[src/rtl/sdr_key_pkg.sv]
// Shared types and constants for the SDR key sequencer: FSM states, the
// per-step read address sequence and the bus idle pattern.
package sdr_key_pkg;

    typedef enum logic [2:0] {
        IDLE,
        ARB,
        CLEAR,
        READ,
        WAIT_BUS,
        DONE
    } state_t;

    typedef struct packed {
        logic       sser;
        logic       ba13;
        logic       ba12;
        logic       br_w;
        logic [3:0] ba_nib;
    } bus_t;

    localparam bus_t BUS_IDLE = '{sser: 1'b1, ba13: 1'b1, ba12: 1'b0, br_w: 1'b1, ba_nib: 4'h0};

    // Entry 0 is the lowest nibble: 2,A,B,9,A,2,B,9 repeated.
    localparam logic [15:0][3:0] KEY_SEQ = 64'h9B2A_9BA2_9B2A_9BA2;

    // Selected window cycle; rd=0 is the device-reset write, rd=1 a key read.
    function automatic bus_t bus_cycle(input logic rd, input logic [3:0] nib);
        bus_t b;
        b.sser   = 1'b0;
        b.ba13   = 1'b0;
        b.ba12   = 1'b1;
        b.br_w   = rd;
        b.ba_nib = nib;
        return b;
    endfunction

endpackage

[src/rtl/sdr_key_sequencer_if.sv]
// Signal bundle between the key sequencer and its requesters, the window bus
// and the key device.
interface sdr_key_sequencer_if
    import sdr_key_pkg::*;
#(
    parameter int NBITS = 8
);
    // req is a level held by a requester; gnt is one-hot and held from
    // arbitration until the sequence ends; done pulses one cycle with
    // key_data/err valid, and the requester must drop req before it can be
    // granted again.
    logic [1:0]       req;
    logic [1:0]       gnt;
    logic             bus_free;
    logic             sser;
    logic             ba13;
    logic             ba12;
    logic [3:0]       ba_nib;
    logic             br_w;
    logic             sdrd;
    logic [NBITS-1:0] key_data;
    logic             done;
    logic             err;
    logic             busy;
    state_t           state_dbg;
    logic             ptr_dbg;

    modport master (
        input  req, bus_free, sdrd,
        output gnt, sser, ba13, ba12, ba_nib, br_w, key_data, done, err, busy,
        output state_dbg, ptr_dbg
    );

    modport slave (
        output req, bus_free, sdrd,
        input  gnt, sser, ba13, ba12, ba_nib, br_w, key_data, done, err, busy,
        input  state_dbg, ptr_dbg
    );

endinterface

[src/rtl/sdr_key_sequencer_rr_arb2.sv]
// Two-way round-robin arbiter with a held grant and a per-requester block that
// keeps a just-served requester out until it has dropped its request.
module sdr_rr_arb2 (
    input  logic       clk,
    input  logic       rst,
    input  logic [1:0] req,
    input  logic       lock,
    input  logic       advance,
    output logic       any_req,
    output logic [1:0] gnt,
    output logic       pointer
);

    logic [1:0] blocked;
    logic [1:0] eligible;
    logic [1:0] pick;

    assign eligible = req & ~blocked;
    assign any_req  = |eligible;

    always_comb begin
        pick = 2'b00;
        if (!pointer) begin
            if (eligible[0])      pick = 2'b01;
            else if (eligible[1]) pick = 2'b10;
        end else begin
            if (eligible[1])      pick = 2'b10;
            else if (eligible[0]) pick = 2'b01;
        end
    end

    always_ff @(posedge clk or posedge rst) begin
        if (rst) begin
            gnt     <= 2'b00;
            pointer <= 1'b0;
            blocked <= 2'b00;
        end else begin
            if (lock) begin
                gnt <= pick;
            end else if (advance) begin
                gnt     <= 2'b00;
                pointer <= ~gnt[1];
            end
            // Served side is blocked at sequence end; any cycle with req low unblocks.
            for (int i = 0; i < 2; i++) begin
                if (advance && gnt[i]) blocked[i] <= 1'b1;
                else if (!req[i])      blocked[i] <= 1'b0;
            end
        end
    end

endmodule

[src/rtl/sdr_key_sequencer.sv]
// Serial key reader: arbitrates two requesters, resets the key device with a
// write cycle, then clocks NBITS key bits out of it MSB first, with retries on bus loss.
module sdr_key_sequencer
    import sdr_key_pkg::*;
#(
    parameter int NBITS     = 8,
    parameter int MAX_RETRY = 3
) (
    input logic                clk,
    input logic                rst,
    sdr_key_sequencer_if.master io
);

    localparam int RW = $clog2(MAX_RETRY + 2);
    localparam logic [RW-1:0] RETRY_LIMIT = RW'(MAX_RETRY);
    localparam logic [3:0]    LAST_STEP   = 4'(NBITS - 1);

    state_t           state;
    logic [3:0]       step;
    logic [RW-1:0]    retry;
    logic [NBITS-1:0] key_q;
    logic             err_q;
    logic             any_req;
    logic             lock;
    logic             advance;
    logic [1:0]       gnt;
    logic             pointer;
    bus_t             bus;

    assign lock    = (state == ARB) && any_req && io.bus_free;
    assign advance = (state == DONE);

    sdr_rr_arb2 u_arb (
        .clk     (clk),
        .rst     (rst),
        .req     (io.req),
        .lock    (lock),
        .advance (advance),
        .any_req (any_req),
        .gnt     (gnt),
        .pointer (pointer)
    );

    // Losing the bus drops the select in the same cycle, before the FSM reacts.
    always_comb begin
        bus = BUS_IDLE;
        if (io.bus_free) begin
            if (state == CLEAR)     bus = bus_cycle(1'b0, 4'h0);
            else if (state == READ) bus = bus_cycle(1'b1, KEY_SEQ[step]);
        end
    end

    always_ff @(posedge clk or posedge rst) begin
        if (rst) begin
            state <= IDLE;
            step  <= 4'd0;
            retry <= '0;
            key_q <= '0;
            err_q <= 1'b0;
        end else begin
            case (state)
                IDLE: begin
                    if (any_req) state <= ARB;
                end
                ARB: begin
                    retry <= '0;
                    err_q <= 1'b0;
                    if (!any_req)        state <= IDLE;
                    else if (io.bus_free) state <= CLEAR;
                end
                CLEAR: begin
                    step  <= 4'd0;
                    key_q <= '0;
                    if (!io.bus_free) begin
                        state <= WAIT_BUS;
                        retry <= retry + RW'(1);
                    end else begin
                        state <= READ;
                    end
                end
                READ: begin
                    if (!io.bus_free) begin
                        state <= WAIT_BUS;
                        retry <= retry + RW'(1);
                    end else begin
                        key_q <= (key_q << 1) | NBITS'(io.sdrd);
                        step  <= step + 4'd1;
                        if (step == LAST_STEP) state <= DONE;
                    end
                end
                WAIT_BUS: begin
                    if (retry > RETRY_LIMIT) begin
                        state <= DONE;
                        err_q <= 1'b1;
                        key_q <= '0;
                    end else if (io.bus_free) begin
                        state <= CLEAR;
                    end
                end
                DONE: begin
                    state <= IDLE;
                    err_q <= 1'b0;
                end
                default: state <= IDLE;
            endcase
        end
    end

    assign io.sser      = bus.sser;
    assign io.ba13      = bus.ba13;
    assign io.ba12      = bus.ba12;
    assign io.br_w      = bus.br_w;
    assign io.ba_nib    = bus.ba_nib;
    assign io.gnt       = gnt;
    assign io.key_data  = key_q;
    assign io.done      = (state == DONE);
    assign io.err       = err_q;
    assign io.busy      = (state != IDLE);
    assign io.state_dbg = state;
    assign io.ptr_dbg   = pointer;

endmodule

[src/flat_wrapper.sv]
// flat-port wrapper written by rule: the top's interface ports become plain ports
module sdr_key_sequencer_flat import sdr_key_pkg::*;
#(
    parameter int NBITS     = 8,
    parameter int MAX_RETRY = 3
)
  (clk, rst, io_req, io_bus_free, io_sdrd, io_gnt, io_sser, io_ba13, io_ba12, io_ba_nib, io_br_w, io_key_data, io_done, io_err, io_busy, io_state_dbg, io_ptr_dbg);
  sdr_key_sequencer_if #(.NBITS(NBITS)) io_i ();
  input logic clk;
  input logic rst;
  input wire logic [$bits(io_i.req)-1:0] io_req;
  input wire logic [$bits(io_i.bus_free)-1:0] io_bus_free;
  input wire logic [$bits(io_i.sdrd)-1:0] io_sdrd;
  output wire logic [$bits(io_i.gnt)-1:0] io_gnt;
  output wire logic [$bits(io_i.sser)-1:0] io_sser;
  output wire logic [$bits(io_i.ba13)-1:0] io_ba13;
  output wire logic [$bits(io_i.ba12)-1:0] io_ba12;
  output wire logic [$bits(io_i.ba_nib)-1:0] io_ba_nib;
  output wire logic [$bits(io_i.br_w)-1:0] io_br_w;
  output wire logic [$bits(io_i.key_data)-1:0] io_key_data;
  output wire logic [$bits(io_i.done)-1:0] io_done;
  output wire logic [$bits(io_i.err)-1:0] io_err;
  output wire logic [$bits(io_i.busy)-1:0] io_busy;
  output wire logic [$bits(io_i.state_dbg)-1:0] io_state_dbg;
  output wire logic [$bits(io_i.ptr_dbg)-1:0] io_ptr_dbg;
  assign io_i.req = io_req;
  assign io_i.bus_free = io_bus_free;
  assign io_i.sdrd = io_sdrd;
  assign io_gnt = io_i.gnt;
  assign io_sser = io_i.sser;
  assign io_ba13 = io_i.ba13;
  assign io_ba12 = io_i.ba12;
  assign io_ba_nib = io_i.ba_nib;
  assign io_br_w = io_i.br_w;
  assign io_key_data = io_i.key_data;
  assign io_done = io_i.done;
  assign io_err = io_i.err;
  assign io_busy = io_i.busy;
  assign io_state_dbg = io_i.state_dbg;
  assign io_ptr_dbg = io_i.ptr_dbg;
  sdr_key_sequencer #(.NBITS(NBITS), .MAX_RETRY(MAX_RETRY)) u_core (.clk(clk), .rst(rst), .io(io_i));
endmodule
[config.mk]
export PLATFORM = sky130hd
export DESIGN_NAME = sdr_key_sequencer_flat
export DESIGN_NICKNAME = d
export VERILOG_FILES = /design/src/rtl/sdr_key_pkg.sv /design/src/rtl/sdr_key_sequencer_if.sv /design/src/rtl/sdr_key_sequencer_rr_arb2.sv /design/src/rtl/sdr_key_sequencer.sv /design/src/flat_wrapper.sv
export SDC_FILE = /design/constraint.sdc
export NUM_CORES = 1
export LEC_CHECK = 0
export CORE_MARGIN = 2
export CORE_UTILIZATION = 30
export CTS_CLUSTER_DIAMETER = 100
export DETAILED_ROUTE_END_ITERATION = 8
export SYNTH_ARGS = -nofsm -noshare
export SYNTH_HDL_FRONTEND = slang
export SYNTH_SLANG_ARGS = --single-unit
export TNS_END_PERCENT = 20
[constraint.sdc]
create_clock -name clk -period 1.6 [get_ports clk]
set_clock_uncertainty 0.15 [all_clocks]
set_input_delay 0.32 -clock clk [delete_from_list [all_inputs] [get_ports clk]]
set_output_delay 0.32 -clock clk [all_outputs]
set_load 0.01 [all_outputs]
==> reports/metrics.yaml, run 1 <==
via_per_inst: 4.965
grt_overflow_total: 0
diodes: 0
grt_pass1_vias: 1357
ys_seq_area_share_pct: 42.90
fp-row-count: 24
cp_slowest_stage_delay_ps: 420
path_common_cell: "buf_6"
synth_flop_cell: "dfrtp_1"
synthToLayoutAreaGrowth_pct: 64.34
fin_util_pct: 52.13
core-area_sq_mm: 0.004414
synth_cell_types: 37
portBuffers: 29
cts_hold_buf: 0
clockBufferDepth: 2
critPathTopFamily: "buffers and inverters"
comb_power_share_pct: 60.8
required_ps: 1130
syn_inst: 132
dp_hpwl_microns: 2549
syn_avg_cell_area_sq_um: 10.61
min_period_ps: 1959
mostFrequentLayoutCells: "buf_4 (36), dfrtp_1 (21), a22o_1 (18), dlygate4sd2_1 (14), buf_6 (13)"
cts.htree.levels: 1
hold_violations: 0
worst-setup-path-type: "reg2out"
critical_path_arrival_ps: 1490
switching_share_pct: 37.27
grt_pass1_wl_microns: 6230
rsz0062_at_grt: "true"
antenna_found_initial: 0
status: "finished with violations"
io_pins: 31
cts_buffers: 3
p_seq_share_pct: 26.2
yosys_register_bits: 24
grt_max_degree: 25
crit_slowest_cell: "dfrtp_1"
drt-initial-drc-count: 62
p_sw_w: 0.001557
drt-total-wl_microns: 3664
synth_edf_count: 0
ant_nets: 0
setup_viol: 21
endpoint_kind: "primary output"
p_int_w: 0.002621
post-route-period-util_pct: 122.5
clk_latency_ps: 270
p_leak_nw: 1.077
die_area_sq_mm: 0.005229
final_common_cell: "buf_4"
dpl_cell_area_sq_mm: 0.001957
drc_errors: 0
dr_total_vias: 1281
synth_warnings: 0
drive_gt1_share_pct: 45.63
cp_max_fo: 3
critPathLaunchType: "flip-flop"
fmax_mhz: 510.3
clk_pin_slew_ps: 90
fin_nets: 220
ir_drop_mv: 0.6492
numClockSinks: 24
maxCapViolations: 0
grt_usage_pct: 15.10
async_reset_ff_share_pct: 100.0
hold_path.class: "in2async"
violations: "setup timing"
gp_congestion: 0.8362
die_h_microns: 72.32
drtPass1Iterations: 4
maxSlewViolCount: 0
fp.dieW_microns: 72.32
cts_tree: "done"
crit_chain: "buf_6 -> buf_6 -> ha_4 -> a211oi_4 -> buf_2"
wire_per_inst_microns: 14.20
cts_root_buffer: "clkbuf_8"
design_area_sq_mm: 0.002301
powerDensity_mw_per_mm2: 1816
start_util_pct: 31.72
clkPwrFrac_pct: 13.0
fin_ws_ps: -359.5
n_fill_cell: 392
crit_buf_inv: 3
syn-cell-area_sq_mm: 0.001400
synth_fp_nets: 145
-- synth_stat cells (all sizes together), types with 2 or more instances --
cell type | count | share of area, %
o21ai | 5 | 1.8
mux2 | 7 | 6.4
buf | 6 | 3.4
a21oi | 4 | 1.4
ha | 7 | 6.3
nand3 | 3 | 1.1
nor2b | 3 | 1.9
inv | 10 | 2.9
a22o | 18 | 11
nor3 | 5 | 1.8
dfrtp | 24 | 43
nand2b | 6 | 3.8
or3 | 2 | 0.89
a32oi | 2 | 1.3
nor2 | 7 | 1.9
mux2i | 2 | 1.4
nand2 | 9 | 2.9
-- layout make-up --
class | instances | area, sq um | area share [%]
multi-input cells | 91 | 850.8 | 36.98
repair buffers | 77 | 659.4 | 28.66
flip-flops and latches | 24 | 604.3 | 26.26
well taps | 52 | 65.06 | 2.828
inverters | 10 | 50.05 | 2.175
clock buffers | 3 | 41.29 | 1.794
clock inverters | 1 | 30.03 | 1.305
-- power groups by stage --
stage | logic (W) | clock network, W | registers (W)
2_1_floorplan | 0.00107 | 0 | 0.00112
3_3_place_gp | 0.00200 | 0 | 0.00108
3_5_place_dp | 0.00204 | 0 | 0.00110
4_1_cts | 0.00239 | 0.000550 | 0.00109
5_1_grt | 0.00276 | 0.000584 | 0.00113
6_report | 0.00254 | 0.000542 | 0.00110
-- flip-flops by register name, summed over array words and instances, names as in the netlist --
| register | count |
|---|---|
| u_core.io.err | 1 |
| u_core.u_arb.blocked | 2 |
| u_core.u_arb.gnt | 2 |
| u_core.u_arb.pointer | 1 |
| u_core.io.state_dbg | 3 |
| u_core.step | 4 |
| u_core.io.key_data | 8 |
| u_core.retry | 3 |
-- cells by family after synthesis --
logic type | share of synthesized area, %
adder cells (fa/ha/maj) | 6.255
AO/OA/AOI/OAI | 20.47
flip-flops | 42.90
multiplexers | 7.864
AND/OR/NAND/NOR | 15.73
other | 0.2678
buffers and inverters | 6.523
-- timing repair --
action | in CTS | in global routing
pin swaps | 14 | 3
setup endpoints to repair | 35 | 26
gates cloned | 0 | 0
buffers inserted | 14 | 5
resized for setup | 82 | 24
-- metrics by stage --
step	hold WS (ps)	TNS, ps	worst slack, ps	total power (W)	std cells
3_3_place_gp	329.9	-9607	-691.4	0.003085	236
2_1_floorplan	184.6	-292.7	-39.62	0.002186	132
6_report	228.9	-2855	-359.5	0.004178	258
5_1_grt	274.6	-4489	-415.7	0.004474	258
4_1_cts	241.6	-3233	-316.4	0.004029	254
3_5_place_dp	338.3	-10090	-724.8	0.003136	236
-- final timing paths --
path                           startpoint  cells past startpoint  slack (ps)                     end
max                        u_core.step[0]                      5        -360            io_ba_nib[3]
min                                   rst                      3         230   u_core.io.key_data[6]
max reg2reg                u_core.step[0]                      8        -120  u_core.io.state_dbg[1]
min reg2reg                 u_core.io.err                      1         350           u_core.io.err
max in group asynchronous             rst                      3         820  u_core.io.state_dbg[2]
min in group clk            u_core.io.err                      1         350           u_core.io.err
-- worst reg2reg max path: stages (launching register included) --
cell      delay [ps]
dfrtp_1          400
buf_6            130
ha_4             130
inv_4             50
buf_4            120
buf_4            130
nor4b_4          220
buf_4            160
o221ai_1         110
-- layer usage --
layer  track usage, %  wire [microns]  vias up
li1                 -               -      624
met1            18.84            1643      632
met2            27.52            1911       21
met3           0.9722              61        4
met4            5.031              47        0
met5                0               0        -
No activity file was read; power rests on OpenSTA's default activity.
==> inputs of run 2 (changes only) <==
Settings changed: SLEW_MARGIN set to 10.
==> results of run 2 <==
Same layout as run 1: the final DEF is identical, and so are final timing and power.
